$ cat config.mk
export PLATFORM = sky130hd
export DESIGN_NAME = oversample_filter
export DESIGN_NICKNAME = d
export VERILOG_FILES = /design/src/rtl/oversample_filter.sv
export SDC_FILE = /design/constraint.sdc
export NUM_CORES = 1
export LEC_CHECK = 0
export ABC_AREA = 1
export BUFFER_PORTS_ARGS = -buffer_cell sky130_fd_sc_hd__buf_4
export CORE_MARGIN = 5
export CORE_UTILIZATION = 40
export CTS_CLUSTER_SIZE = 28
export DETAILED_ROUTE_END_ITERATION = 10
export GPL_ROUTABILITY_DRIVEN = 0
export SLEW_MARGIN = 30
export SYNTH_ARGS = -nofsm -noshare
export SYNTH_HDL_FRONTEND = slang
export SYNTH_SLANG_ARGS = --single-unit
$ cat constraint.sdc
create_clock -name clk_in -period 4.9 [get_ports clk_in]
set_input_delay 0.49 -clock clk_in [delete_from_list [all_inputs] [get_ports clk_in]]
set_output_delay 0.49 -clock clk_in [all_outputs]
set_load 0.01 [all_outputs]
$ cat src/rtl/oversample_filter.sv
// Per-channel boxcar oversampling averager: accumulates 2^os samples per channel
// and emits their floor average two cycles after the window-completing sample.
module oversample_filter #(
  parameter int unsigned          N_CHAN    = 8,
  parameter int unsigned          W_CHAN    = 5,
  parameter int unsigned          W_DATA    = 18,
  parameter int unsigned          W_OS      = 4,
  parameter int unsigned          W_WR_ADDR = 16,
  parameter int unsigned          W_WR_CHAN = 16,
  parameter int unsigned          W_WR_DATA = 48,
  parameter logic [W_WR_ADDR-1:0] OS_ADDR   = 16'h0020
) (
  input  logic                 clk_in,
  input  logic                 rst_in,
  input  logic                 dv_in,
  input  logic [W_CHAN-1:0]    chan_in,
  input  logic [W_DATA-1:0]    data_in,
  input  logic                 wr_en,
  input  logic [W_WR_ADDR-1:0] wr_addr,
  input  logic [W_WR_CHAN-1:0] wr_chan,
  input  logic [W_WR_DATA-1:0] wr_data,
  output logic                 dv_out,
  output logic [W_CHAN-1:0]    chan_out,
  output logic [W_DATA-1:0]    data_out
);

  localparam int unsigned MAX_OS = (2 ** W_OS) - 1;
  localparam int unsigned W_SUM  = W_DATA + MAX_OS;
  localparam int unsigned W_CNT  = MAX_OS;
  localparam int unsigned W_IDX  = (N_CHAN > 1) ? $clog2(N_CHAN) : 1;

  logic [W_OS-1:0]         os_mem [N_CHAN] = '{default: '0};
  logic signed [W_SUM-1:0] sum_q  [N_CHAN];
  logic [W_CNT-1:0]        cnt_q  [N_CHAN];

  // Stage 1: completed window sum; stage 2: shifted average
  logic                    p1_valid;
  logic [W_CHAN-1:0]       p1_chan;
  logic signed [W_SUM-1:0] p1_sum;
  logic [W_OS-1:0]         p1_os;
  logic                    p2_valid;
  logic [W_CHAN-1:0]       p2_chan;
  logic [W_DATA-1:0]       p2_data;

  logic                    wr_hit_c;
  logic [W_IDX-1:0]        wr_idx_c;
  logic                    smp_hit_c;
  logic                    smp_take_c;
  logic [W_IDX-1:0]        smp_idx_c;
  logic [W_OS-1:0]         os_cur_c;
  logic [W_CNT-1:0]        cnt_cur_c;
  logic [W_CNT-1:0]        win_lim_c;
  logic                    win_done_c;
  logic signed [W_SUM-1:0] sum_next_c;
  logic                    p1_kill_c;
  logic                    unused_c;

  always_comb begin
    wr_hit_c   = wr_en && (wr_addr == OS_ADDR) && (wr_chan < W_WR_CHAN'(N_CHAN));
    wr_idx_c   = wr_chan[W_IDX-1:0];
    smp_hit_c  = dv_in && (chan_in < W_CHAN'(N_CHAN));
    smp_idx_c  = chan_in[W_IDX-1:0];
    // A sample colliding with a config write to its own channel is dropped
    smp_take_c = smp_hit_c && !(wr_hit_c && (wr_idx_c == smp_idx_c));
    os_cur_c   = os_mem[smp_idx_c];
    cnt_cur_c  = cnt_q[smp_idx_c];
    win_lim_c  = ~({W_CNT{1'b1}} << os_cur_c);
    win_done_c = (cnt_cur_c == win_lim_c);
    sum_next_c = sum_q[smp_idx_c] + W_SUM'($signed(data_in));
    p1_kill_c  = wr_hit_c && (wr_idx_c == p1_chan[W_IDX-1:0]);
  end

  assign unused_c = ^wr_data[W_WR_DATA-1:W_OS];

  // Config memory survives rst_in
  always_ff @(posedge clk_in) begin
    if (wr_hit_c) begin
      os_mem[wr_idx_c] <= wr_data[W_OS-1:0];
    end
  end

  always_ff @(posedge clk_in) begin
    if (rst_in) begin
      for (int i = 0; i < N_CHAN; i++) begin
        sum_q[i] <= '0;
        cnt_q[i] <= '0;
      end
      p1_valid <= 1'b0;
      p1_chan  <= '0;
      p1_sum   <= '0;
      p1_os    <= '0;
      p2_valid <= 1'b0;
      p2_chan  <= '0;
      p2_data  <= '0;
      dv_out   <= 1'b0;
      chan_out <= '0;
      data_out <= '0;
    end else begin
      if (smp_take_c) begin
        if (win_done_c) begin
          sum_q[smp_idx_c] <= '0;
          cnt_q[smp_idx_c] <= '0;
        end else begin
          sum_q[smp_idx_c] <= sum_next_c;
          cnt_q[smp_idx_c] <= cnt_cur_c + W_CNT'(1);
        end
      end
      if (wr_hit_c) begin
        sum_q[wr_idx_c] <= '0;
        cnt_q[wr_idx_c] <= '0;
      end

      p1_valid <= smp_take_c && win_done_c;
      p1_chan  <= chan_in;
      p1_sum   <= sum_next_c;
      p1_os    <= os_cur_c;

      // A write to the channel of an in-flight result discards it
      p2_valid <= p1_valid && !p1_kill_c;
      p2_chan  <= p1_chan;
      p2_data  <= W_DATA'(p1_sum >>> p1_os);

      dv_out <= p2_valid;
      if (p2_valid) begin
        chan_out <= p2_chan;
        data_out <= p2_data;
      end
    end
  end

endmodule

**Yosys cells after proc, flatten, opt, wreduce, memory -nomap -nowiden**

Memories as Yosys holds them, arrays and structs flattened.
Index checks and enable logic that the tools add are counted.

- Flip-flop bits (word level): 91
- Bits in writable memories: 416
- Word-level logic and storage cells: 68
- Memories kept: 3
- Input bits: 107

- Equal/unequal tests: 4
- Add/sub/neg operators: 2
- Reductions and logical operators: 14
- Magnitude comparators: 2
- Mux-type cells: 28
- Shifts and indexed selects: 2
- Bitwise operators: 3

Memories:

| name | words | bits a word | read ports | clocked after memory_dff | write ports | line | source |
|---|---|---|---|---|---|---|---|
| sum_q | 8 | 33 | 1 | 0 | 8 | 33 | `logic signed [W_SUM-1:0] sum_q [N_CHAN];` |
| cnt_q | 8 | 15 | 1 | 0 | 8 | 34 | `logic [W_CNT-1:0] cnt_q [N_CHAN];` |
| os_mem | 8 | 4 | 1 | 0 | 1 | 32 | `logic [W_OS-1:0] os_mem [N_CHAN] = '{default: '0};` |

Operators by type and width:

| cell | count |
|---|---|
| 33-bit two-way mux | 3 |
| 33-bit OR reduction | 2 |
| 15-bit two-way mux | 3 |
| 33-bit by 18-bit adder with 33-bit output | 1 |
| 33-bit by 4-bit >>> shifter with 18-bit output | 1 |
| 15-bit OR reduction | 2 |
| 1-bit two-way mux | 18 |
| 16-bit by 6-bit equality test with 1-bit output (second input constant) | 1 |
| 16-bit by 4-bit less-than comparator with 1-bit output (second input constant) | 1 |
| 15-bit by 1-bit adder with 15-bit output (second input constant) | 1 |
| 15-bit equality test | 1 |
| 15-bit inverter | 1 |
| 15-bit by 4-bit << shifter with 15-bit output (first input constant) | 1 |
| 3-bit two-way mux | 4 |
| 1-bit logical AND | 8 |
| 3-bit equality test | 2 |
| 5-bit by 4-bit less-than comparator with 1-bit output (second input constant) | 1 |
| 1-bit zero test | 2 |
| 1-bit OR | 2 |

**Depth between registers and ports, before layout**

- Word-level depth: 12
- Depth in mapped cells: 25

**Worst setup path before layout**

Ideal clock, no wire load.

- Kind: input to register
- Start point: input chan_in[2]
- End point: memory sum_q[5][22] in the netlist's numbering
- Required time: 4.830 ns
- Buffers on the path: 4
- Stages on the path: 22
- Slack: 1.016 ns
- Arrival: 3.814 ns
- Path through: buf_4 nor2_4 nand2_1 inv_1 buf_4 clkbuf_1 buf_1 nand2_1 nand4_1 ha_1 fa_1 nand2_1 nand2_1 o21ai_0 o21ai_0 nand3_1 nand2_1 nand2_1 nand2_1 xor2_1 nand4_1 a21oi_1

RTL lines:

| element | line | source |
|---|---|---|
| start, declared | 16 | `input logic [W_CHAN-1:0] chan_in,` |
| end, declared | 33 |  |

==> results.md <==
- Status: finished, final reports clean
- Largest net degree at the start of global routing: 223
- Endpoints failing hold: 0
- Number of I/O port buffers: 86
- Hold Startpoint: chan_in[4]
- Die width: 262 µm
- Kind of critical path: primary input to flip-flop
- Setup TNS Final: 0 ns
- Critical path fanouts, max: 33
- Number of synthesized flops with an enable pin: 32
- Syn Area/Cell: 7.22 µm²
- # setup viols final: 0
- TritonRoute pass-1 iters: 5
- Worst EP required: 5.35 ns
- Syn Inst Count: 3532
- Synth Area in XOR/XNOR: 1.30%
- Crit share post-route: 81.1%
- Post-synth top area share: 37.3%
- Synth Area in Compound Gates: 15.5%
- GRT Total Usage: 24.0%
- Post-synthesis mux area share: 0.314%
- RR Endpoint: sum_q[5][28]
- Ys flop type: dfxtp_1
- Final-report max-slew violation count: 0
- Nature of the critical path endpoint: flip-flop
- RSZ-0062 raised after global routing: no
- Post-DP HPWL: 51900 µm
- Final net count: 3636
- Fin cells: 4383
- Avg WL per Cell: 20.0 µm
- CTS tree: done
- Area Growth Syn to Fin: 12.4%
- Sequential element share of the synthesized area: 41.1%
- Final Skew: 0.0286 ns
- Reg2reg path depth: 17
- First-pass GRT wire length: 136000 µm
- Post-route DRC: 0
- Vias in the first global route: 23000
- Worst hold endpoint: p1_chan[4]
- DR vias: 25300
- Post-CTS setup buffer count: 0
- Synth Area in Simple Gates: 31.4%
- Pleak: 11.1 nW
- Worst-path clk slew: 0.06 ns
- Leading area contributor after synthesis: dfxtp_1
- Adder-cell share of the synthesized area: 1.70%
- Synth warn: 0
- Io pins: 131
- Fillers: 6497
- Final Instance Area: 0.0287 mm²
- Slew @ Worst Pin: 0.975 ns
- Die area: 0.0689 mm²
- Fin util: 45.4%
- Core ar.: 0.0631 mm²
- Post-DP Area: 0.0269 mm²
- Clk Latency, worst-skew pair: 0.62 ns
- Total Wirelength: 87600 µm
- Rows: 92
- Cell Pwr Density: 321 mW/mm²
- Antenna cell count: 0
- Post-CTS sizing: 0
- Die Ht: 262 µm
- Asr flop ratio synth: 0%
- Mapped Nets: 3673
- Max cap viols: 0
- Share of layout cells above drive strength 1: 10.1%
- Clock H-tree levels: 2
- Reg-to-reg setup timing slack: 1.30 ns
- Placed Cells: 4285
- Hold Crit Class: primary input to flip-flop
- Worst r2r src: sum_q[0][0]
- Initial antenna violation count: 1
- Clk buf depth: 3
- Tmin final: 3.97 ns
- Drt initial violations: 2678
- Synthesized cell area: 0.0255 mm²
- Average vias per placed instance: 5.76
- Sink Count: 507
- F_max: 252 MHz
- Total congestion overflow: 0
- CP Launch Type: primary input
- Unique masters post-synth: 55
- Initial core utilization: 40.4%
- Post-CTS Hold Buffers: 0
- Top cells by area, synth: dfxtp_1 (37%), nand2_1 (15%), nand4_1 (10%)
- Antenna viol nets, final: 0
- Crit path arrival time: 4.42 ns
- Main combinational cell family by area after synthesis: simple AND/OR/NAND/NOR gates
- Clock root buffer: clkbuf_16
- Hold depth: 3
- Worst vdd ir: 0.279 mV
- Yosys reg bits: 507
- Number of CTS-inserted buffers: 53
- Slew headroom: 35.0%
-- cells in the final DEF, fill, tap and decap left out, types with 8 or more instances in the layout --
| master | instances |
|---|---|
| nand2_1 | 994 |
| dfxtp_1 | 474 |
| a21oi_1 | 460 |
| nand4_1 | 416 |
| nor2_1 | 184 |
| buf_4 | 175 |
| inv_1 | 150 |
| o21ai_0 | 105 |
| nand3_1 | 105 |
| clkbuf_16 | 53 |
| a22oi_1 | 40 |
| a221oi_1 | 33 |
| ha_1 | 33 |
| edfxtp_1 | 32 |
| inv_2 | 27 |
| buf_12 | 24 |
| a22o_1 | 23 |
| xor2_1 | 23 |
| clkinv_2 | 15 |
| o211ai_1 | 12 |
| xnor2_1 | 12 |
| nand2_2 | 11 |
| clkbuf_1 | 11 |
| nor3_1 | 10 |
| a21o_1 | 9 |
| clkbuf_8 | 9 |
| nor2_4 | 8 |
| nor3_2 | 8 |
| mux2i_1 | 8 |
-- worst max path at each step --
stage / from / end / depth (start not counted)
6_report: chan_in[2] / sum_q[6][21] / 21
5_1_grt: chan_in[2] / sum_q[7][21] / 21
4_1_cts: chan_in[2] / sum_q[3][29] / 20
3_5_place_dp: chan_in[2] / sum_q[3][29] / 20
3_3_place_gp: chan_in[2] / sum_q[4][32] / 20
2_1_floorplan: chan_in[2] / sum_q[5][22] / 22
-- layout make-up --
cell class              instances  area [µm²]  area share, %
clock buffers                  73        1490           5.20
clock inverters                24         256          0.895
inverters                     186         707           2.47
multi-input cells            2547       12900           44.9
flip-flops and latches        507       10500           36.5
well taps                     846        1060           3.69
repair buffers                200        1820           6.36
-- Yosys cell counts, types with 9 or more instances --
cell type,instances
buf_2,44
inv_1,159
buf_6,40
xnor2_1,13
a21o_1,9
nand3_1,105
nand2_2,11
nor2_1,184
nand4_1,416
nor3_1,18
o211ai_1,12
edfxtp_1,32
buf_1,38
a22oi_1,40
a21oi_1,460
xor2_1,23
nand2_1,994
a22o_1,23
a221oi_1,33
ha_1,33
inv_2,23
clkbuf_1,153
dfxtp_1,475
o21ai_0,105
buf_4,14
-- per-layer routing --
layer	track usage [%]	part of all wire [%]	up-vias
met5	0	0	-
met4	6.47	2.5	0
met3	3.40	8.4	154
met2	37.0	44	1055
met1	35.4	46	12000
li1	-	-	12100
-- sequential cells by signal (all words and copies together), names as in the netlist --
signal	flops
p1_valid	1
dv_out	1
sum_q	264
p2_chan	5
data_out	18
p1_os	4
p1_sum	33
chan_out	5
p1_chan	5
os_mem	32
cnt_q	120
p2_valid	1
p2_data	18
-- power by group --
part           total [mW]  switching (mW)  internal, mW  leakage (nW)
Clock                4.11            1.76          2.34         0.852
Sequential           4.26          0.0397          4.22          4.13
Combinational       0.836           0.602         0.234          6.17
-- kinds of logic after synthesis --
group / count (synthesis)
compound gates: 708
mux: 8
flops: 507
xor+xnor: 37
simple gates: 1760
buf+inv: 478
fa+ha+maj: 34
-- worst max-delay path, cell delays in order --
cell	delay [ns]
buf_4	0.23
nand2_2	0.15
inv_2	0.10
nand2_1	0.10
clkinv_2	0.16
buf_4	0.32
a22o_1	0.26
a221oi_1	0.32
nand4_1	0.16
ha_1	0.39
a21o_1	0.21
a21oi_1	0.34
o21bai_1	0.21
nand2_1	0.09
nand2_1	0.08
nand2_1	0.10
nand2_1	0.07
nand2_1	0.09
nand2_1	0.25
nand4_1	0.19
a21oi_1	0.09
-- metrics by stage --
stage | power (mW) | setup WS, ns | hold WS (ns)
2_1_floorplan | 4.83 | 1.02 | 0.388
3_3_place_gp | 5.17 | 0.290 | 0.389
3_5_place_dp | 5.17 | 0.443 | 0.398
4_1_cts | 9.24 | 1.06 | 0.0603
5_1_grt | 9.50 | 0.611 | 0.114
6_report | 9.20 | 0.928 | 0.0938
Power figures use the tool's default switching activity.
